<file path="config.mk">
export PLATFORM = sky130hd
export DESIGN_NAME = quad_clock_divider_flat
export DESIGN_NICKNAME = d
export VERILOG_FILES = /design/src/rtl/quad_clock_divider_if.sv /design/src/rtl/quad_clock_divider.sv /design/src/flat_wrapper.sv
export SDC_FILE = /design/constraint.sdc
export NUM_CORES = 1
export LEC_CHECK = 0
export CORE_MARGIN = 2
export CORE_UTILIZATION = 50
export DETAILED_ROUTE_END_ITERATION = 8
export PLACE_DENSITY_LB_ADDON = 0.2
export SYNTH_ARGS = -nofsm -noshare
export SYNTH_HDL_FRONTEND = slang
export SYNTH_SLANG_ARGS = --single-unit
</file>
<file path="constraint.sdc">
create_clock -name clk -period 4.2 [get_ports clk]
set_clock_uncertainty 0.2 [all_clocks]
set_input_delay 0.84 -clock clk [delete_from_list [all_inputs] [get_ports clk]]
set_output_delay 0.84 -clock clk [all_outputs]
set_load 0.02 [all_outputs]
</file>
<file path="src/rtl/quad_clock_divider_if.sv">
// Control and output bundle for quad_clock_divider.
// Optional phase_oh member exists only when QUAD_DIV_PHASE4_EN is defined.
interface quad_clock_divider_if #(
  parameter int DIV_W = 8
);
  logic             en;
  logic [DIV_W-1:0] div_in;
  logic             div_load;
  logic             q_lead;
  logic             out_i;
  logic             out_q;
  logic [1:0]       phase;
  logic             sync;
`ifdef QUAD_DIV_PHASE4_EN
  logic [3:0]       phase_oh;

  modport master (
    output en, div_in, div_load, q_lead,
    input  out_i, out_q, phase, sync, phase_oh
  );
  modport slave (
    input  en, div_in, div_load, q_lead,
    output out_i, out_q, phase, sync, phase_oh
  );
`else
  modport master (
    output en, div_in, div_load, q_lead,
    input  out_i, out_q, phase, sync
  );
  modport slave (
    input  en, div_in, div_load, q_lead,
    output out_i, out_q, phase, sync
  );
`endif
endinterface

</file>
<file path="src/rtl/quad_clock_divider.sv">
// Programmable I/Q quadrature divider: out_i/out_q at f_clk/(4*N), glitch-free ratio updates.
// Define QUAD_DIV_PHASE4_EN to add the registered four-phase one-hot output phase_oh.
module quad_clock_divider #(
  parameter int DIV_W     = 8,
  parameter int RESET_DIV = 1
) (
  input  logic                 clk,
  input  logic                 rst,
  quad_clock_divider_if.slave  bus
);

  localparam logic [DIV_W-1:0] RST_DIV = DIV_W'(RESET_DIV);
  localparam logic [DIV_W-1:0] ONE     = DIV_W'(1);

  typedef enum logic {
    ST_IDLE = 1'b0,
    ST_RUN  = 1'b1
  } state_t;

  // A ratio of zero behaves as divide-by-one.
  function automatic logic [DIV_W-1:0] last_count(input logic [DIV_W-1:0] d);
    return (d == '0) ? '0 : (d - ONE);
  endfunction

  function automatic logic [1:0] next_phase(input logic [1:0] ph, input logic dir);
    return dir ? (ph - 2'd1) : (ph + 2'd1);
  endfunction

  function automatic logic [1:0] last_phase(input logic dir);
    return dir ? 2'd1 : 2'd3;
  endfunction

  state_t           state, state_nxt;
  logic [DIV_W-1:0] cnt, cnt_nxt;
  logic [1:0]       phase, phase_nxt;
  logic [DIV_W-1:0] div_reg, div_nxt;
  logic [DIV_W-1:0] pend_div, pend_div_nxt;
  logic             pend_valid, pend_valid_nxt;
  logic             dir_reg, dir_nxt;
  logic             sync_nxt;
  logic             running, running_nxt;
  logic             tick, boundary;

  logic             out_i_p1, out_q_p1, sync_p1;
  logic             out_i_p0, out_q_p0;
`ifdef QUAD_DIV_PHASE4_EN
  logic [3:0]       phase_oh_p0, phase_oh_p1;
`endif

  assign running  = (state == ST_RUN);
  assign tick     = running && (cnt == last_count(div_reg));
  assign boundary = tick && (phase == last_phase(dir_reg));

  always_ff @(posedge clk or negedge rst) begin
    if (!rst) begin
      state      <= ST_IDLE;
      cnt        <= '0;
      phase      <= 2'd0;
      div_reg    <= RST_DIV;
      pend_div   <= '0;
      pend_valid <= 1'b0;
      dir_reg    <= 1'b0;
    end else begin
      state      <= state_nxt;
      cnt        <= cnt_nxt;
      phase      <= phase_nxt;
      div_reg    <= div_nxt;
      pend_div   <= pend_div_nxt;
      pend_valid <= pend_valid_nxt;
      dir_reg    <= dir_nxt;
    end
  end

  always_comb begin
    state_nxt      = state;
    cnt_nxt        = cnt;
    phase_nxt      = phase;
    div_nxt        = div_reg;
    pend_div_nxt   = pend_div;
    pend_valid_nxt = pend_valid;
    dir_nxt        = dir_reg;
    sync_nxt       = 1'b0;

    if (!bus.en) begin
      // Outputs are forced low while stopped, so a held pending ratio can be committed safely.
      state_nxt      = ST_IDLE;
      cnt_nxt        = '0;
      phase_nxt      = 2'd0;
      pend_valid_nxt = 1'b0;
      if (bus.div_load) begin
        div_nxt = bus.div_in;
      end else if (pend_valid) begin
        div_nxt = pend_div;
      end
    end else if (state == ST_IDLE) begin
      state_nxt = ST_RUN;
      cnt_nxt   = '0;
      phase_nxt = 2'd0;
      dir_nxt   = bus.q_lead;
      sync_nxt  = 1'b1;
      if (bus.div_load) begin
        div_nxt = bus.div_in;
      end
    end else if (boundary) begin
      cnt_nxt        = '0;
      phase_nxt      = next_phase(phase, dir_reg);
      dir_nxt        = bus.q_lead;
      sync_nxt       = 1'b1;
      pend_valid_nxt = 1'b0;
      if (bus.div_load) begin
        div_nxt = bus.div_in;
      end else if (pend_valid) begin
        div_nxt = pend_div;
      end
    end else begin
      if (tick) begin
        cnt_nxt   = '0;
        phase_nxt = next_phase(phase, dir_reg);
      end else begin
        cnt_nxt = cnt + ONE;
      end
      if (bus.div_load) begin
        pend_div_nxt   = bus.div_in;
        pend_valid_nxt = 1'b1;
      end
    end
  end

  // Stage p0: decode outputs from next state so they align with the state they describe.
  assign running_nxt = (state_nxt == ST_RUN);
  assign out_i_p0    = running_nxt && !phase_nxt[1];
  assign out_q_p0    = running_nxt && (phase_nxt[1] ^ phase_nxt[0]);
`ifdef QUAD_DIV_PHASE4_EN
  always_comb begin
    phase_oh_p0 = 4'b0000;
    if (running_nxt) begin
      phase_oh_p0[phase_nxt] = 1'b1;
    end
  end
`endif

  // Stage p1: registered outputs.
  always_ff @(posedge clk or negedge rst) begin
    if (!rst) begin
      out_i_p1 <= 1'b0;
      out_q_p1 <= 1'b0;
      sync_p1  <= 1'b0;
    end else begin
      out_i_p1 <= out_i_p0;
      out_q_p1 <= out_q_p0;
      sync_p1  <= sync_nxt;
    end
  end

`ifdef QUAD_DIV_PHASE4_EN
  always_ff @(posedge clk or negedge rst) begin
    if (!rst) begin
      phase_oh_p1 <= 4'b0000;
    end else begin
      phase_oh_p1 <= phase_oh_p0;
    end
  end

  assign bus.phase_oh = phase_oh_p1;
`endif

  assign bus.out_i = out_i_p1;
  assign bus.out_q = out_q_p1;
  assign bus.sync  = sync_p1;
  assign bus.phase = phase;

endmodule

</file>
<file path="src/flat_wrapper.sv">
// flat-port wrapper written by rule: the top's interface ports become plain ports
module quad_clock_divider_flat 
#(
  parameter int DIV_W     = 8,
  parameter int RESET_DIV = 1
)
  (clk, rst, bus_en, bus_div_in, bus_div_load, bus_q_lead, bus_out_i, bus_out_q, bus_phase, bus_sync);
  quad_clock_divider_if #(.DIV_W(DIV_W)) bus_i ();
  input  logic clk;
  input  logic rst;
  input wire logic [$bits(bus_i.en)-1:0] bus_en;
  input wire logic [$bits(bus_i.div_in)-1:0] bus_div_in;
  input wire logic [$bits(bus_i.div_load)-1:0] bus_div_load;
  input wire logic [$bits(bus_i.q_lead)-1:0] bus_q_lead;
  output wire logic [$bits(bus_i.out_i)-1:0] bus_out_i;
  output wire logic [$bits(bus_i.out_q)-1:0] bus_out_q;
  output wire logic [$bits(bus_i.phase)-1:0] bus_phase;
  output wire logic [$bits(bus_i.sync)-1:0] bus_sync;
  assign bus_i.en = bus_en;
  assign bus_i.div_in = bus_div_in;
  assign bus_i.div_load = bus_div_load;
  assign bus_i.q_lead = bus_q_lead;
  assign bus_out_i = bus_i.out_i;
  assign bus_out_q = bus_i.out_q;
  assign bus_phase = bus_i.phase;
  assign bus_sync = bus_i.sync;
  quad_clock_divider #(.DIV_W(DIV_W), .RESET_DIV(RESET_DIV)) u_core (.clk(clk), .rst(rst), .bus(bus_i));
endmodule
</file>
==> results_dict.tcl, run 1 <==
set metrics [dict create \
    synth_common_cells "31 x dfrtp_1, 14 x nor2_1, 11 x a21oi_1, 10 x nand3_1, 10 x o21ai_0" \
    setup_slack_ns 0.560 \
    syn_area_per_cell_um2 10.0 \
    power_frac_seq_pct 49.5 \
    preCtsSetupSlack_ns 0.544 \
    clockBufferDepth 2 \
    cp.required_ns 4.17 \
    dp_hpwl_um 2740 \
    ys_seq_elements 32 \
    first_global_vias 1511 \
    viasPerCell 5.90 \
    nNetsFinal 216 \
    end_kind "register" \
    core.rowCount 22 \
    worstMarginPinSlew_ns 0.938 \
    synth_top_area_share_pct 41.2 \
    hold_buffers 0 \
    p_clk_share_pct 31.5 \
    fp.coreArea_mm2 0.00363 \
    post_synth_main_area_contributors "dfrtp_1 41%, mux2_4 6.4%, a2bb2oi_1 3.7%" \
    die_h_um 65.4 \
    setup_tns_ns 0 \
    critical_path_class "reg -> reg" \
    drive_gt1_share_pct 14.9 \
    area_growth_pct 14.4 \
    clk_latency_ns 0.28 \
    diodes 0 \
    dieWidth_um 65.4 \
    power_density_mw_per_mm2 354 \
    htree_levels 2 \
    power_switching_uw 211 \
    peakVddDrop_mv 0.184 \
    ys.flop_type "dfrtp_1" \
    numPortBuffers 17 \
    p_int_uw 553 \
    num_io_pins 18 \
    wl_um 3820 \
    pwr-share-comb_pct 19.0 \
    grt_pass1_wl_um 6600 \
    syn_inst 188 \
    cts_num_sinks 32 \
    hp-class "reg -> reg" \
    ys_seq_area_share_pct 42.6 \
    utilization_pct 59.3 \
    switching_share_pct 27.6 \
    grt_max_degree 33 \
    antenna_found_initial 0 \
    postCtsSetupBuffers 0 \
    period_needed_ns 3.64 \
    cp.arrival_ns 3.61 \
    status "finished, final reports clean" \
    slew_violations 0 \
    fmax_mhz 275 \
    synth_edf_count 0 \
    holdWs_ns 0.308 \
    first_pass_iters 5 \
    rsz0062_at_grt "no" \
    synth_top_cell_by_area "dfrtp_1" \
    synthArstFlopShare_pct 100 \
    synth_area_mm2 0.00188 \
    vias 1474 \
    yosysMostFrequentCell "dfrtp_1" \
    drc 0 \
    cts.repair.resized 0 \
    ys_types 52 \
    gp_congestion 0.868 \
    crit_fanout 10 \
    start_util_pct 51.9 \
    grt_overflow 0 \
    fin_crit_sh_pct 86.7 \
    drt_iter0_drc 95 \
    ys.warnings.count 0 \
    wl_per_cell_um 15.3 \
    setup_viol 0 \
    syn-num-nets 203 \
    cap_violations 0 \
    finalHoldViolCount 0 \
    ant_nets 0 \
    cts_tree "done" \
    path_clk_slew_ns 0.06 \
    worstSetupStartpointType "register" \
    grt_usage_pct 20.3 \
    cts_root_buffer "clkbuf_8" \
    maxSlewHeadroom_pct 37.5 \
    numCtsBuffers 5 \
    power.leakage_uw 0.000863 \
    dieArea_mm2 0.00428 \
]
-- power groups by stage --
stage                     Combinational, uW  Sequential, uW  Clock, uW
after floorplan                         122             363          0
final                                   146             378        240
after CTS                               147             377        249
after global placement                  140             380          0
after global routing                    162             383        261
after detailed placement                146             382          0
-- layout by cell type (no fill, tap or decap), drive strengths merged, types with 2 or more instances in the layout --
cell and instances:
clkdlybuf4s50 17, clkinv 2, nor3b 2, xnor2 7, nand4 2, nand2 7, nand3 10, nand3b 9
a21oi 11, nor3 3, nand2b 3, or3 2, o21ai 10, inv 9, nor2 14, xor2 5
and3 3, o211ai 3, nor4 2, clkbuf 6, a31o 3, dfrtp 31, mux2 9, a2bb2oi 8
ha 2
-- cell type report --
type                            instances  area [um2]
Multi-Input combinational cell        135         990
Tap cell                               48        60.1
Sequential cell                        32         802
Clock inverter                          2        10.0
Timing Repair Buffer                   18         178
Clock buffer                            6        82.6
Fill cell                             322        1480
Inverter                                9        33.8
-- stage by stage --
stage	instances	power [uW]	area [um2]
floorplan	188	485	1880
finish	250	764	2160
detailed placement	242	528	2060
global placement	242	521	2060
global route	250	806	2160
CTS	250	772	2160
-- worst max-delay path, cell delays in order (launching register included) --
cell      delay, ns
dfrtp_1        0.42
inv_1          0.07
ha_1           0.18
nor3b_2        0.56
nor4_1         0.14
or3_1          0.37
a222oi_1       0.55
nand4_2        0.24
and4_1         0.44
mux2_4         0.36
-- path summary, 6_finish.rpt --
path                                         start                 end  cells past startpoint  slack, ns
worst max-delay path             u_core.div_reg[1]  u_core.pend_div[7]                      9       0.56
worst min-delay path            u_core.pend_div[3]  u_core.pend_div[3]                      1       0.31
worst max register to register   u_core.div_reg[1]  u_core.pend_div[7]                      9       0.56
worst min register to register  u_core.pend_div[3]  u_core.pend_div[3]                      1       0.31
max in group asynchronous                      rst   u_core.div_reg[0]                      2       2.72
min in group asynchronous                      rst  u_core.pend_div[2]                      2       0.76
-- kinds of logic after synthesis --
| group | share of synthesized area (%) |
|---|---|
| flops | 42.6 |
| xor+xnor | 5.58 |
| mux | 7.50 |
| buf+inv | 4.91 |
| fa+ha+maj | 1.33 |
| simple gates | 20.3 |
| compound gates | 17.9 |
-- metal layers --
metal  track usage [%]  part of all wire [%]
met5                 0                     0
met2              33.9                    49
met4              9.11                  0.92
met3              4.11                   5.8
met1              25.4                    44
Note: power is estimated with default switching activity, not from simulation.
==> run 2, diff against run 1 <==
ABC_AREA = 1   (was not set)
clock period = 2.9 ns   (was 4.2 ns; I/O delays follow)
==> run 2 against run 1 <==
Total power is 64% higher. Non-clock buffer count stayed put. Combinational power is 110% higher. Final cell count is 30% higher. Area after synthesis is 2.3% higher. Clock power is 76% higher. Maximum frequency is 39% higher. Worst setup slack worse by 0.28 ns. Register-to-register slack worse by 0.28 ns. Synthesized cell count is 35% higher. Largest cell class unchanged. Highest routed layer unchanged.
==> results_dict.tcl, run 2 <==
set metrics [dict create \
    first_global_vias 1549 \
    critPathCapture "u_core.pend_div[5]" \
    start_util_pct 52.2 \
    drt_iter0_drc 94 \
    grt_pass1_wl_um 6820 \
    fp.coreArea_mm2 0.00369 \
    path_clk_slew_ns 0.07 \
    setup_tns_ns 0 \
    cp-startpoint "u_core.div_reg[0]" \
    ff2ff_path_depth 15 \
    final_common_cell "nand2_1" \
    ys_seq_area_share_pct 41.6 \
    syn_area_per_cell_um2 7.59 \
    cp.required_ns 2.93 \
    cts.repair.resized 0 \
    first_pass_iters 4 \
    status "finished, final reports clean" \
    peakVddDrop_mv 0.335 \
    viasPerCell 4.92 \
    critical_path_class "reg -> reg" \
    timing.rr.start "u_core.div_reg[0]" \
    timing.rr.end "u_core.pend_div[5]" \
    finalHoldViolCount 0 \
    syn_inst 254 \
    gp_congestion 0.879 \
    dp_cells 317 \
    stdcell_count 325 \
    hp-class "reg -> reg" \
    core.rowCount 22 \
    grt_usage_pct 20.6 \
    preCtsSetupSlack_ns 0.294 \
    cts_root_buffer "clkbuf_8" \
    ys_seq_elements 32 \
    rsz0062_at_grt "no" \
    area_growth_pct 16.9 \
    setup_slack_ns 0.276 \
    ys_types 23 \
    cts_num_sinks 32 \
    slowest_stage "dfstp_2" \
    vias 1599 \
    end_kind "register" \
    postCtsSetupBuffers 0 \
    clk_latency_ns 0.29 \
    cpMostUsedCell "nand2_1" \
    hold_buffers 0 \
    layout_common_cells "92 x nand2_1, 31 x dfrtp_1, 25 x inv_1, 21 x nor2_1" \
    slew_violations 0 \
    r2r_setup_slack_ns 0.28 \
    crit_buf_inv 2 \
    path_cells "inv_1, ha_1, nand2_2, inv_2, nand2_4, nand2_1, nand2_1, nand2_1, nand3_1, nor2_4, nand4_4, nand2_4, nor2_1, nand2_1, nand2_1" \
    drc 0 \
    numPortBuffers 17 \
    synth_area_mm2 0.00193 \
    ys.warnings.count 0 \
    synth_common_cells "92 x nand2_1, 31 x dfrtp_1, 25 x inv_1, 21 x nor2_1, 17 x nand3_1" \
    worstMarginPinSlew_ns 0.508 \
    fin_crit_sh_pct 90.5 \
    yosysMostFrequentCell "nand2_1" \
    dieWidth_um 66.1 \
    cts_tree "done" \
    grt_overflow 0 \
    maxSlewHeadroom_pct 66.0 \
    critical-path-top-delay-family "simple AND/OR/NAND/NOR gates" \
    setup_viol 0 \
    dp_hpwl_um 2840 \
    ys.flop_type "dfrtp_1" \
    critPathMaxStageDelay_ns 0.55 \
    drive_gt1_share_pct 11.9 \
    fmax_mhz 381 \
    utilization_pct 61.1 \
    numCtsBuffers 5 \
    cp.arrival_ns 2.66 \
    power_density_mw_per_mm2 557 \
    synthArstFlopShare_pct 100 \
    antenna_found_initial 0 \
    wl_per_cell_um 11.6 \
    clockBufferDepth 2 \
    htree_levels 2 \
    power.leakage_uw 0.00112 \
    synth_edf_count 0 \
    synth_top_cell_by_area "dfrtp_1" \
    ant_nets 0 \
    syn-num-nets 269 \
    worstSetupStartpointType "register" \
    period_needed_ns 2.62 \
    die_h_um 66.1 \
    num_io_pins 18 \
    cap_violations 0 \
    nNetsFinal 291 \
    diodes 0 \
    post_synth_main_area_contributors "dfrtp_1 40%, nand2_1 18%, inv_1 4.9%" \
    cp.depth 15 \
    crit_fanout 9 \
    dieArea_mm2 0.00437 \
    synth_top_area_share_pct 40.3 \
    grt_max_degree 33 \
    wl_um 3770 \
]
[run 2: cell count changes after synthesis, moves of 8 or more]
cell,delta
a21oi_1,-11
a2bb2oi_1,-8
inv_1,+16
mux2_4,-8
nand2_1,+85
nand3b_1,-9
o21ai_2,+8
[run 2: where the power goes]
part / internal, uW / total (uW) / switching [uW]
Combinational: 114 / 300 / 186
Sequential: 491 / 533 / 42.6
Clock: 255 / 422 / 167
Total: 859 / 1250 / 395
[run 2: final cells by class]
type / count / area, um2
Multi-Input combinational cell: 191 / 1000
Tap cell: 48 / 60.1
Sequential cell: 32 / 802
Fill cell: 339 / 1440
Inverter: 28 / 105
Clock buffer: 6 / 72.6
Clock inverter: 2 / 35.0
Timing Repair Buffer: 18 / 178
[run 2: metal layers]
metal  global-route usage (%)  part of all wire (%)  vias to the layer above
met5                        0                     0                        -
met2                     29.5                    44                       23
met1                     28.9                    51                      722
met4                     8.16                   1.5                        0
li1                         -                     -                      847
met3                     6.47                   3.7                        7
[run 2: worst min path at each step]
stage,startpoint,end,slack [ns],cells past startpoint
detailed placement,u_core.pend_div[3],u_core.pend_div[3],0.26,2
finish,u_core.pend_div[3],u_core.pend_div[3],0.27,2
global route,u_core.pend_div[2],u_core.pend_div[2],0.29,2
CTS,u_core.pend_div[5],u_core.pend_div[5],0.28,2
floorplan,rst,u_core.bus.out_i,0.08,0
global placement,u_core.pend_div[2],u_core.pend_div[2],0.25,2
[run 2: kinds of logic (layout without fill, tap and decap cells)]
family	Yosys count	after routing	synth area share (%)
xor+xnor	7	7	3.18
simple gates	153	153	36.3
mux	8	8	4.16
compound gates	21	21	7.01
buf+inv	31	54	6.43
fa+ha+maj	2	2	1.30
flops	32	32	41.6
[run 2: through the flow]
stage	hold slack [ns]	instance area (um2)	total power, uW
after floorplan	0.0844	1930	759
after global placement	0.254	2150	833
after detailed placement	0.258	2150	840
after CTS	0.275	2250	1260
after global routing	0.292	2250	1340
final	0.272	2250	1250
[run 2: worst min-delay path, cell delays in order, from the launching register on]
cell,delay [ns]
dfrtp_1,0.34
nand2_1,0.05
nand2_1,0.05
==> run 3, diff against run 2 <==
CORE_UTILIZATION = 51   (was 50)
==> run 3 against run 2 <==
Core utilization up 0.65 points. Non-clock buffer count increased by 1. Worst setup slack gained 0.087 ns. Sequential power barely moved. Clock-buffer cell count increased by 2. Routed wire length increased by 0.16%. Die area down 1.9%. Worst hold slack improved by 0.0020 ns.
==> results_dict.tcl, run 3 (synthesis results as in run 2) <==
set metrics [dict create \
    drive_gt1_share_pct 11.9 \
    design_area_mm2 0.00224 \
    power_switching_uw 381 \
    finalHoldViolCount 0 \
    diodes 0 \
    path_cells "inv_1, ha_1, nand2_2, inv_2, nand2_4, nand3_1, nand2_1, nand2_1, nor2_4, nand4_4, nand2_4, nor2_1, buf_4, nand2_1, nand2_1" \
    critPathMaxStageDelay_ns 0.55 \
    dieArea_mm2 0.00429 \
    power_density_mw_per_mm2 526 \
    vias 1625 \
    antenna_found_initial 0 \
    wl_per_cell_um 11.6 \
    cap_violations 0 \
    numPortBuffers 17 \
    wl_um 3780 \
    fmax_mhz 394 \
    peakVddDrop_mv 0.350 \
    setup_tns_ns 0 \
    path_clk_slew_ns 0.06 \
    cts.repair.resized 0 \
    hold_buffers 0 \
    clockBufferDepth 2 \
    slowest_stage "dfstp_2" \
    area_growth_pct 16.4 \
    fp.coreArea_mm2 0.00363 \
    start_util_pct 53.0 \
    core.rowCount 22 \
    grt_overflow 0 \
    dieWidth_um 65.5 \
    maxSlewHeadroom_pct 68.6 \
    first_global_vias 1636 \
    power_frac_seq_pct 45.4 \
    num_io_pins 18 \
    slew_violations 0 \
    gp_congestion 0.880 \
    pwr-share-comb_pct 25.2 \
    grt_max_degree 33 \
    worstMarginPinSlew_ns 0.470 \
    met1Wirelength_um 1800 \
    final_common_cell "nand2_1" \
    worstSetupStartpointType "register" \
    layout_common_cells "92 x nand2_1, 31 x dfrtp_1, 25 x inv_1, 21 x nor2_1" \
    total_power_uw 1180 \
    drc 0 \
    critical-path-top-delay-family "simple AND/OR/NAND/NOR gates" \
    end_kind "register" \
    drt_iter0_drc 97 \
    first_pass_iters 4 \
    top_layer "met4" \
    ant_nets 0 \
    p_int_uw 799 \
    htree_levels 2 \
    clk_latency_ns 0.28 \
    power.leakage_uw 0.00112 \
    switching_share_pct 32.3 \
    dp_hpwl_um 2830 \
    period_needed_ns 2.54 \
    status "finished, final reports clean" \
    placed_area_mm2 0.00215 \
    grt_pass1_wl_um 6780 \
    setup_viol 0 \
    die_h_um 65.5 \
    cts_num_sinks 32 \
    hp-class "reg -> reg" \
    postCtsSetupBuffers 0 \
    crit_fanout 9 \
    cts_root_buffer "clkbuf_8" \
    critical_path_class "reg -> reg" \
    p_clk_share_pct 29.4 \
    cts_tree "done" \
    numCtsBuffers 5 \
    dr_wl_met2_um 1790 \
    cp.arrival_ns 2.51 \
    cpMostUsedCell "nand2_1" \
    nNetsFinal 292 \
    rsz0062_at_grt "no" \
    viasPerCell 4.98 \
    wl_met3_um 150 \
    fin_crit_sh_pct 87.5 \
    cp.required_ns 2.87 \
    crit_buf_inv 3 \
    grt_usage_pct 20.5 \
]
## run 3: cell types whose count changed in the layout (fill, tap and decap cells not counted), sizes merged
cell | before | now
clkbuf | 6 | 8
buf | 1 | 2
bufinv | 1 | 0
clkinv | 1 | 0
## run 3: power by group through the flow
stage | logic, uW | clock network (uW) | registers [uW]
after floorplan | 228 | 0 | 532
after global placement | 294 | 0 | 542
after detailed placement | 298 | 0 | 543
after CTS | 299 | 357 | 534
after global routing | 341 | 379 | 542
final | 297 | 347 | 535
## run 3: area by class of cell
cell class              instances  area (um2)
clock buffers                   8        90.1
fillers                       347        1390
inverters                      28         105
multi-input cells             191        1000
flip-flops and latches         32         802
well taps                      48        60.1
repair buffers                 19         185
## run 3: final timing paths
check / slack (ns) / cells after the start / startpoint / end
min in group asynchronous: 0.50 / 2 / rst / u_core.bus.phase[0]
hold / removal: 0.27 / 2 / u_core.pend_div[3] / u_core.pend_div[3]
setup reg to reg: 0.36 / 15 / u_core.div_reg[0] / u_core.pend_div[1]
max in group asynchronous: 1.68 / 2 / rst / u_core.div_reg[0]
setup / recovery: 0.36 / 15 / u_core.div_reg[0] / u_core.pend_div[1]
hold reg to reg: 0.27 / 2 / u_core.pend_div[3] / u_core.pend_div[3]
## run 3: layer usage
metal / vias to the layer above / track usage [%]
met5: - / 0
met3: 5 / 5.48
met2: 27 / 34.9
li1: 851 / -
met4: 0 / 5.73
met1: 742 / 25.6
## run 3: worst min-delay path, cell delays in order, from the launching register on
cell,delay [ns]
dfrtp_1,0.34
nand2_1,0.05
nand2_1,0.05
## run 3: through the flow
step | setup WS (ns) | hold slack (ns) | util, % | cells
finish | 0.363 | 0.274 | 61.7 | 326
global route | 0.143 | 0.302 | 61.7 | 326
CTS | 0.349 | 0.275 | 61.7 | 326
detailed placement | 0.383 | 0.261 | 59.3 | 318
global placement | 0.436 | 0.256 | 59.3 | 318
floorplan | 0.542 | 0.0844 | - | 254
